==> src/rtl/l2_cache_pkg.sv <==
// Shared definitions for the L2 tag/state block: fill FSM encoding and default geometry.
// Latency: n/a (declarations only).
// Backpressure: n/a.
package l2_cache_pkg;

    localparam int TAG_BITS   = 12;
    localparam int INDEX_BITS = 4;
    localparam int WAYS       = 4;

    typedef enum logic [2:0] {
        IDLE,
        SELECT,
        EVICT,
        WRITE,
        DONE
    } fillState_t;

endpackage

==> src/rtl/lru_age_update.sv <==
// Age-based LRU update for one set: touched way becomes age 0, younger ways age by one.
// Latency: combinational.
// Backpressure: none.
// Ports: agesIn/agesOut hold way w's age in bits [w*wayBits +: wayBits]; touchWay is the way being used.
module lru_age_update #(
    parameter int ways    = 4,
    parameter int wayBits = $clog2(ways)
) (
    input  logic [ways*wayBits-1:0] agesIn,
    input  logic [wayBits-1:0]      touchWay,
    output logic [ways*wayBits-1:0] agesOut
);

    logic [wayBits-1:0] touchedAge;

    always_comb begin
        touchedAge = '0;
        for (int w = 0; w < ways; w++) begin
            if (touchWay == wayBits'(w)) begin
                touchedAge = agesIn[w*wayBits +: wayBits];
            end
        end

        // Only ways younger than the touched one shift, which keeps the ages a permutation.
        agesOut = agesIn;
        for (int w = 0; w < ways; w++) begin
            if (touchWay == wayBits'(w)) begin
                agesOut[w*wayBits +: wayBits] = '0;
            end else if (agesIn[w*wayBits +: wayBits] < touchedAge) begin
                agesOut[w*wayBits +: wayBits] = agesIn[w*wayBits +: wayBits] + 1'b1;
            end
        end
    end

endmodule

==> src/rtl/l2_tag_writer.sv <==
// L2 tag/valid/dirty/LRU owner: lookup read port, hit touches, and miss-fill install with victim writeback.
// Latency: fill accepted at edge k -> fillDone in cycle k+3, plus one cycle per EVICT cycle.
// Backpressure: fillReady only in IDLE; EVICT holds evictValid/evictTag/evictIndex stable until evictReady.
// Ports: clk/reset (sync, active-high); lookupIndex -> lookupTags/lookupValid (combinational);
//        hitValid/hitIndex/hitWay/hitWrite touch; fillValid/fillReady/fillTag/fillIndex/fillDirty request;
//        evictValid/evictReady/evictTag/evictIndex writeback; fillDone/fillWay completion.
module l2_tag_writer
    import l2_cache_pkg::*;
#(
    parameter int tagBits   = TAG_BITS,
    parameter int indexBits = INDEX_BITS,
    parameter int ways      = WAYS,
    localparam int wayBits  = $clog2(ways)
) (
    input  logic                    clk,
    input  logic                    reset,
    input  logic [indexBits-1:0]    lookupIndex,
    output logic [ways*tagBits-1:0] lookupTags,
    output logic [ways-1:0]         lookupValid,
    input  logic                    hitValid,
    input  logic [indexBits-1:0]    hitIndex,
    input  logic [wayBits-1:0]      hitWay,
    input  logic                    hitWrite,
    input  logic                    fillValid,
    output logic                    fillReady,
    input  logic [tagBits-1:0]      fillTag,
    input  logic [indexBits-1:0]    fillIndex,
    input  logic                    fillDirty,
    output logic                    evictValid,
    input  logic                    evictReady,
    output logic [tagBits-1:0]      evictTag,
    output logic [indexBits-1:0]    evictIndex,
    output logic                    fillDone,
    output logic [wayBits-1:0]      fillWay
);

    localparam int sets = 2**indexBits;

    logic [tagBits-1:0]      tagMem   [sets][ways];
    logic [ways-1:0]         validMem [sets];
    logic [ways-1:0]         dirtyMem [sets];
    logic [ways*wayBits-1:0] ageMem   [sets];

    fillState_t state, stateNext;

    logic [tagBits-1:0]   fillTagQ;
    logic [indexBits-1:0] fillIdxQ;
    logic                 fillDirtyQ;
    logic [wayBits-1:0]   victimQ;
    logic [tagBits-1:0]   victimTagQ;

    logic [wayBits-1:0]      victimSel;
    logic [wayBits-1:0]      lruWay;
    logic                    anyInvalid;
    logic                    victimEvict;
    logic [ways*wayBits-1:0] hitAges;
    logic [ways*wayBits-1:0] fillAges;
    logic                    hitCollide;
    logic                    hitApply;
    logic                    collideDirty;

    lru_age_update #(.ways(ways), .wayBits(wayBits)) hitLru (
        .agesIn   (ageMem[hitIndex]),
        .touchWay (hitWay),
        .agesOut  (hitAges)
    );

    lru_age_update #(.ways(ways), .wayBits(wayBits)) fillLru (
        .agesIn   (ageMem[fillIdxQ]),
        .touchWay (victimQ),
        .agesOut  (fillAges)
    );

    always_comb begin
        lookupTags = '0;
        for (int w = 0; w < ways; w++) begin
            lookupTags[w*tagBits +: tagBits] = tagMem[lookupIndex][w];
        end
    end

    assign lookupValid = validMem[lookupIndex];

    // Victim choice: lowest invalid way if any, else the way holding the oldest age.
    always_comb begin
        victimSel  = '0;
        lruWay     = '0;
        anyInvalid = 1'b0;
        for (int w = ways-1; w >= 0; w--) begin
            if (!validMem[fillIdxQ][w]) begin
                victimSel  = wayBits'(w);
                anyInvalid = 1'b1;
            end
        end
        for (int w = 0; w < ways; w++) begin
            if (ageMem[fillIdxQ][w*wayBits +: wayBits] == wayBits'(ways-1)) begin
                lruWay = wayBits'(w);
            end
        end
        if (!anyInvalid) begin
            victimSel = lruWay;
        end
        victimEvict = !anyInvalid && dirtyMem[fillIdxQ][lruWay];
    end

    always_comb begin
        stateNext = state;
        case (state)
            IDLE:    if (fillValid) stateNext = SELECT;
            SELECT:  stateNext = victimEvict ? EVICT : WRITE;
            EVICT:   if (evictReady) stateNext = WRITE;
            WRITE:   stateNext = DONE;
            DONE:    stateNext = IDLE;
            default: stateNext = IDLE;
        endcase
    end

    assign fillReady  = (state == IDLE);
    assign evictValid = (state == EVICT);
    assign fillDone   = (state == DONE);
    assign evictTag   = evictValid ? victimTagQ : '0;
    assign evictIndex = evictValid ? fillIdxQ : '0;
    assign fillWay    = fillDone ? victimQ : '0;

    // A hit on the set being written in WRITE loses to the fill; only its dirty mark survives.
    assign hitCollide   = (state == WRITE) && (hitIndex == fillIdxQ);
    assign hitApply     = hitValid && validMem[hitIndex][hitWay] && !hitCollide;
    assign collideDirty = hitValid && hitCollide && hitWrite && (hitWay == victimQ);

    always_ff @(posedge clk) begin
        if (reset) begin
            state      <= IDLE;
            fillTagQ   <= '0;
            fillIdxQ   <= '0;
            fillDirtyQ <= 1'b0;
            victimQ    <= '0;
            victimTagQ <= '0;
            for (int s = 0; s < sets; s++) begin
                validMem[s] <= '0;
                dirtyMem[s] <= '0;
                for (int w = 0; w < ways; w++) begin
                    tagMem[s][w]                     <= '0;
                    ageMem[s][w*wayBits +: wayBits] <= wayBits'(w);
                end
            end
        end else begin
            state <= stateNext;

            if (fillValid && fillReady) begin
                fillTagQ   <= fillTag;
                fillIdxQ   <= fillIndex;
                fillDirtyQ <= fillDirty;
            end

            if (state == SELECT) begin
                victimQ    <= victimSel;
                victimTagQ <= tagMem[fillIdxQ][victimSel];
            end

            if (hitApply) begin
                ageMem[hitIndex] <= hitAges;
                if (hitWrite) begin
                    dirtyMem[hitIndex][hitWay] <= 1'b1;
                end
            end

            if (state == WRITE) begin
                tagMem[fillIdxQ][victimQ]   <= fillTagQ;
                validMem[fillIdxQ][victimQ] <= 1'b1;
                dirtyMem[fillIdxQ][victimQ] <= fillDirtyQ | collideDirty;
                ageMem[fillIdxQ]            <= fillAges;
            end
        end
    end

endmodule

==> config.mk <==
export PLATFORM = sky130hd
export DESIGN_NAME = l2_tag_writer
export DESIGN_NICKNAME = d
export VERILOG_FILES = /design/src/rtl/l2_cache_pkg.sv /design/src/rtl/lru_age_update.sv /design/src/rtl/l2_tag_writer.sv
export SDC_FILE = /design/constraint.sdc
export NUM_CORES = 2
export LEC_CHECK = 0
export ABC_AREA = 1
export BUFFER_PORTS_ARGS = -buffer_cell sky130_fd_sc_hd__buf_4
export CAP_MARGIN = 20
export CELL_PAD_IN_SITES_DETAIL_PLACEMENT = 2
export CELL_PAD_IN_SITES_GLOBAL_PLACEMENT = 2
export CORE_UTILIZATION = 35
export CTS_BUF_LIST = sky130_fd_sc_hd__clkbuf_4 sky130_fd_sc_hd__clkbuf_8
export CTS_CLUSTER_DIAMETER = 40
export DETAILED_ROUTE_END_ITERATION = 6
export PLACE_DENSITY = 0.73
export SLEW_MARGIN = 20
export SYNTH_ARGS = -nofsm -noshare
export SYNTH_HDL_FRONTEND = slang
export SYNTH_SLANG_ARGS = --single-unit
export TNS_END_PERCENT = 100
==> constraint.sdc <==
create_clock -name clk -period 4.45 [get_ports clk]
set_clock_uncertainty 0.15 [all_clocks]
set_input_delay 0.2225 -clock clk [delete_from_list [all_inputs] [get_ports clk]]
set_output_delay 0.2225 -clock clk [all_outputs]
set_load 0.05 [all_outputs]
==> impl_metrics.env <==
export IMPL_critPathMostFrequentCell="nand3_1"
export IMPL_critical_path_peak_fanout=35
export IMPL_post_cts_resized=0
export IMPL_count_of_final_max_slew_check_failures=0
export IMPL_clock_sinks=1062
export IMPL_cts_setup_buffers=0
export IMPL_layout_worst_path_cycle_share_pct=96.3
export IMPL_final_fill_count=18535
export IMPL_drive_above_1_share_pct=11.0
export IMPL_post_synth_cell_area_avg_um2=8.04
export IMPL_synthArstFlopShare_pct=0
export IMPL_yosysUniqueCellTypes=42
export IMPL_power_leakage_nw=25.3
export IMPL_clk_transition_reported_paths_ns=0.06
export IMPL_floorplan_initialDensity_pct=35.4
export IMPL_route_vias_total=59777
export IMPL_crit_family="simple AND/OR/NAND/NOR gates"
export IMPL_fraction_of_the_yosys_area_taken_by_sequential_cells_pct=51.5
export IMPL_cp_slowest_cell="dlygate4sd3_1"
export IMPL_die_area_mm2=0.169
export IMPL_yosys_area_share_simple_pct=21.8
export IMPL_ys_warn_count=0
export IMPL_outcome="finished clean"
export IMPL_relSlewSlack_pct=19.0
export IMPL_post_place_ws_ns=0.182
export IMPL_layout_nets=7366
export IMPL_setup_violations=0
export IMPL_post_synth_inst_count=7306
export IMPL_drt_antenna_violating_nets=0
export IMPL_post_route_min_period_ns=4.29
export IMPL_detailedPlacementHpwl_um=192000
export IMPL_final_cell_mix="1740 x nor2_1, 1158 x o21ai_0, 986 x nand2_1"
export IMPL_synth_mux_area_share_pct=0
export IMPL_global_route_wire_length_before_repair_um=433000
export IMPL_peakVddDrop_mv=0.364
export IMPL_cp_cell_sequence="buf_4 -> buf_4 -> nand3_1 -> nand3_1 -> nand3_1 -> nand2_1 -> ha_1 -> inv_1 -> a21oi_1 -> buf_4 -> nand3_1 -> nand3_1 -> nand3_1 -> nand2_1 -> nand2_1 -> nor2_1 -> nor3_1 -> dlygate4sd3_1"
export IMPL_postLayoutSetupSlackWorst_ns=0.163
export IMPL_clk_root_buffer_cell="clkbuf_8"
export IMPL_grt_setup_unrepaired="no"
export IMPL_synthAdderAreaFrac_pct=0.234
export IMPL_synth_top_family_by_area="simple AND/OR/NAND/NOR gates"
export IMPL_post_route_drc_count=0
export IMPL_worst_setup_path_end_kind="register"
export IMPL_cts_hold_buffers_added=48
export IMPL_maxCapViolations=0
export IMPL_power_density_cell_area_mw_per_mm2=499
export IMPL_critical_path_buf_inv_count=5
export IMPL_worst_endpoint_arrival_ns=5.03
export IMPL_wl_per_cell_um=31.1
export IMPL_layout_stage_area_growth_over_the_synthesis_result_pct=14.7
export IMPL_postSynthRegisterBits=1062
export IMPL_fmax_mhz=233
export IMPL_layout_cells_most_common="nor2_1"
export IMPL_place_gp_congestion=0.909
export IMPL_initialDrtViolationCount=6091
export IMPL_ys_flop_type="edfxtp_1"
export IMPL_design_core_area_mm2=0.166
export IMPL_clock_tree_htree_level_count=4
export IMPL_detail_route_first_pass_iterations=6
export IMPL_postSynthNetCount=7350
export IMPL_grt_max_degree=169
export IMPL_synth_xor_xnor_area_share_pct=0.0448
export IMPL_max_incr_delay_on_cp_ns=0.58
export IMPL_finalHoldViolations=0
export IMPL_critPathLaunchType="register"
export IMPL_timing_setup_tns_ns=0
export IMPL_grt_antenna_before_repair=13
export IMPL_timing_worst_slew_pin_value_ns=1.21
export IMPL_sequential_cell_area_mm2=0.0302
export IMPL_cts_tree="done"
export IMPL_grt_overflow=0
export IMPL_worst_skew_pair_late_latency_ns=1.01
export IMPL_first_global_vias=62524
export IMPL_port_buffers=105
export IMPL_timing_worst_setup_path_type="reg2reg"
export IMPL_area_of_the_mapped_netlist_mm2=0.0587
export IMPL_synth_compound_gate_area_share_pct=18.9
export IMPL_grt_total_usage_pct=34.8
export IMPL_cp_required_ns=5.20
export IMPL_postRouteWirelength_um=301000
export IMPL_dieHeight_um=412
export IMPL_cts_path_max_buffers=3
export IMPL_cts_made_buffers=218
export IMPL_via_density_per_instance=6.16
export IMPL_hold_path_class="in2reg"
export IMPL_row_count=149
export IMPL_multiInputGateArea_mm2=0.0241
export IMPL_die_x_um=412
export IMPL_top_level_ports=106
export IMPL_synth_enable_flop_cells=896
[sequential cells by signal, summed over array words and instances, names as in the netlist, named ones only]
register / flops
validMem: 64
victimTagQ: 12
state: 3
fillDirtyQ: 1
tagMem: 768
victimQ: 2
ageMem: 128
dirtyMem: 64
fillTagQ: 12
fillIdxQ: 4
[cell families after synthesis]
kind of cell | Yosys count
AND/OR/NAND/NOR | 3196
AO/OA/AOI/OAI | 1943
buffers and inverters | 1091
flip-flops | 1062
adder cells (fa/ha/maj) | 11
XOR/XNOR | 3
[worst min-delay path: cells and delay by family]
family | cells | cell delay [ns]
compound gates | 2 | 0.26
buf+inv | 2 | 0.69
[cell usage after synthesis, types with 2 or more instances]
master | instances | share of area (%)
inv_2 | 6 | 0.038
o221ai_1 | 199 | 3.0
o21ai_1 | 12 | 0.10
a32o_1 | 8 | 0.14
a21oi_2 | 2 | 0.030
a22oi_1 | 18 | 0.23
a31oi_1 | 14 | 0.15
o2111ai_1 | 2 | 0.030
o21ai_2 | 3 | 0.045
ha_1 | 11 | 0.23
o211ai_1 | 70 | 0.90
nor3_1 | 10 | 0.085
a21oi_1 | 241 | 2.1
dfxtp_1 | 166 | 5.7
buf_4 | 41 | 0.52
xnor2_1 | 2 | 0.030
nand3b_1 | 15 | 0.19
o22a_1 | 13 | 0.19
buf_2 | 82 | 0.70
nor2_2 | 7 | 0.075
nor2_4 | 14 | 0.27
nand4_1 | 51 | 0.54
buf_1 | 23 | 0.15
o21ai_0 | 1158 | 9.9
inv_1 | 431 | 2.8
edfxtp_1 | 896 | 46
nand3_1 | 354 | 3.0
o22ai_1 | 197 | 2.1
or2_2 | 8 | 0.085
buf_6 | 10 | 0.19
clkinv_1 | 10 | 0.064
nor2_1 | 1742 | 11
o31ai_1 | 3 | 0.038
clkbuf_1 | 487 | 3.1
nand2_2 | 7 | 0.075
nand2_1 | 987 | 6.3
[area by class of cell]
| class | count | share of cell area [%] |
|---|---|---|
| flip-flops and latches | 1062 | 44.9 |
| multi-input cells | 5153 | 35.8 |
| repair buffers | 439 | 5.64 |
| clock buffers | 290 | 5.39 |
| well taps | 2189 | 4.07 |
| inverters | 448 | 2.56 |
| clock inverters | 118 | 1.64 |
| diodes | 4 | 0.0149 |
[metrics by stage]
step | instances | util, % | power (mW) | area, um^2 | hold WS [ns]
3_3_place_gp | 9242 | 37.5 | 21.7 | 62100 | 0.316
3_5_place_dp | 9242 | 37.5 | 22.0 | 62100 | 0.318
5_1_grt | 9701 | 40.6 | 34.5 | 67300 | 0.114
4_1_cts | 9698 | 40.6 | 33.4 | 67300 | 0.00587
2_1_floorplan | 7306 | - | 17.1 | 58700 | 0.240
6_report | 9703 | 40.6 | 33.6 | 67300 | 0.0982
[metal layers]
| layer | global-route usage, % | wire length (um) | up-vias | share of wire [%] |
|---|---|---|---|---|
| li1 | - | - | 25194 | - |
| met1 | 45.6 | 125000 | 31127 | 41 |
| met4 | 14.4 | 12300 | 12 | 4.1 |
| met5 | 0 | 113 | - | 0.037 |
| met2 | 57.1 | 142000 | 2762 | 47 |
| met3 | 5.32 | 22500 | 682 | 7.5 |
[final timing paths]
| kind | slack (ns) | endpoint | cells past startpoint | from |
|---|---|---|---|---|
| hold / removal | 0.1 | register | 4 | fillIndex[0] |
| setup / recovery | 0.16 | state[0] | 18 | register |
| hold reg to reg | 0.34 | dirtyMem[10][2] | 2 | dirtyMem[10][2] |
| setup reg to reg | 0.16 | state[0] | 18 | register |
[power by group]
part	internal, mW	total, mW	switching [mW]
logic	2.40	10.7	8.33
clock network	6.40	11.4	4.98
registers	11.1	11.5	0.322
total	19.9	33.6	13.6
Note: power is estimated with default switching activity, not from simulation.
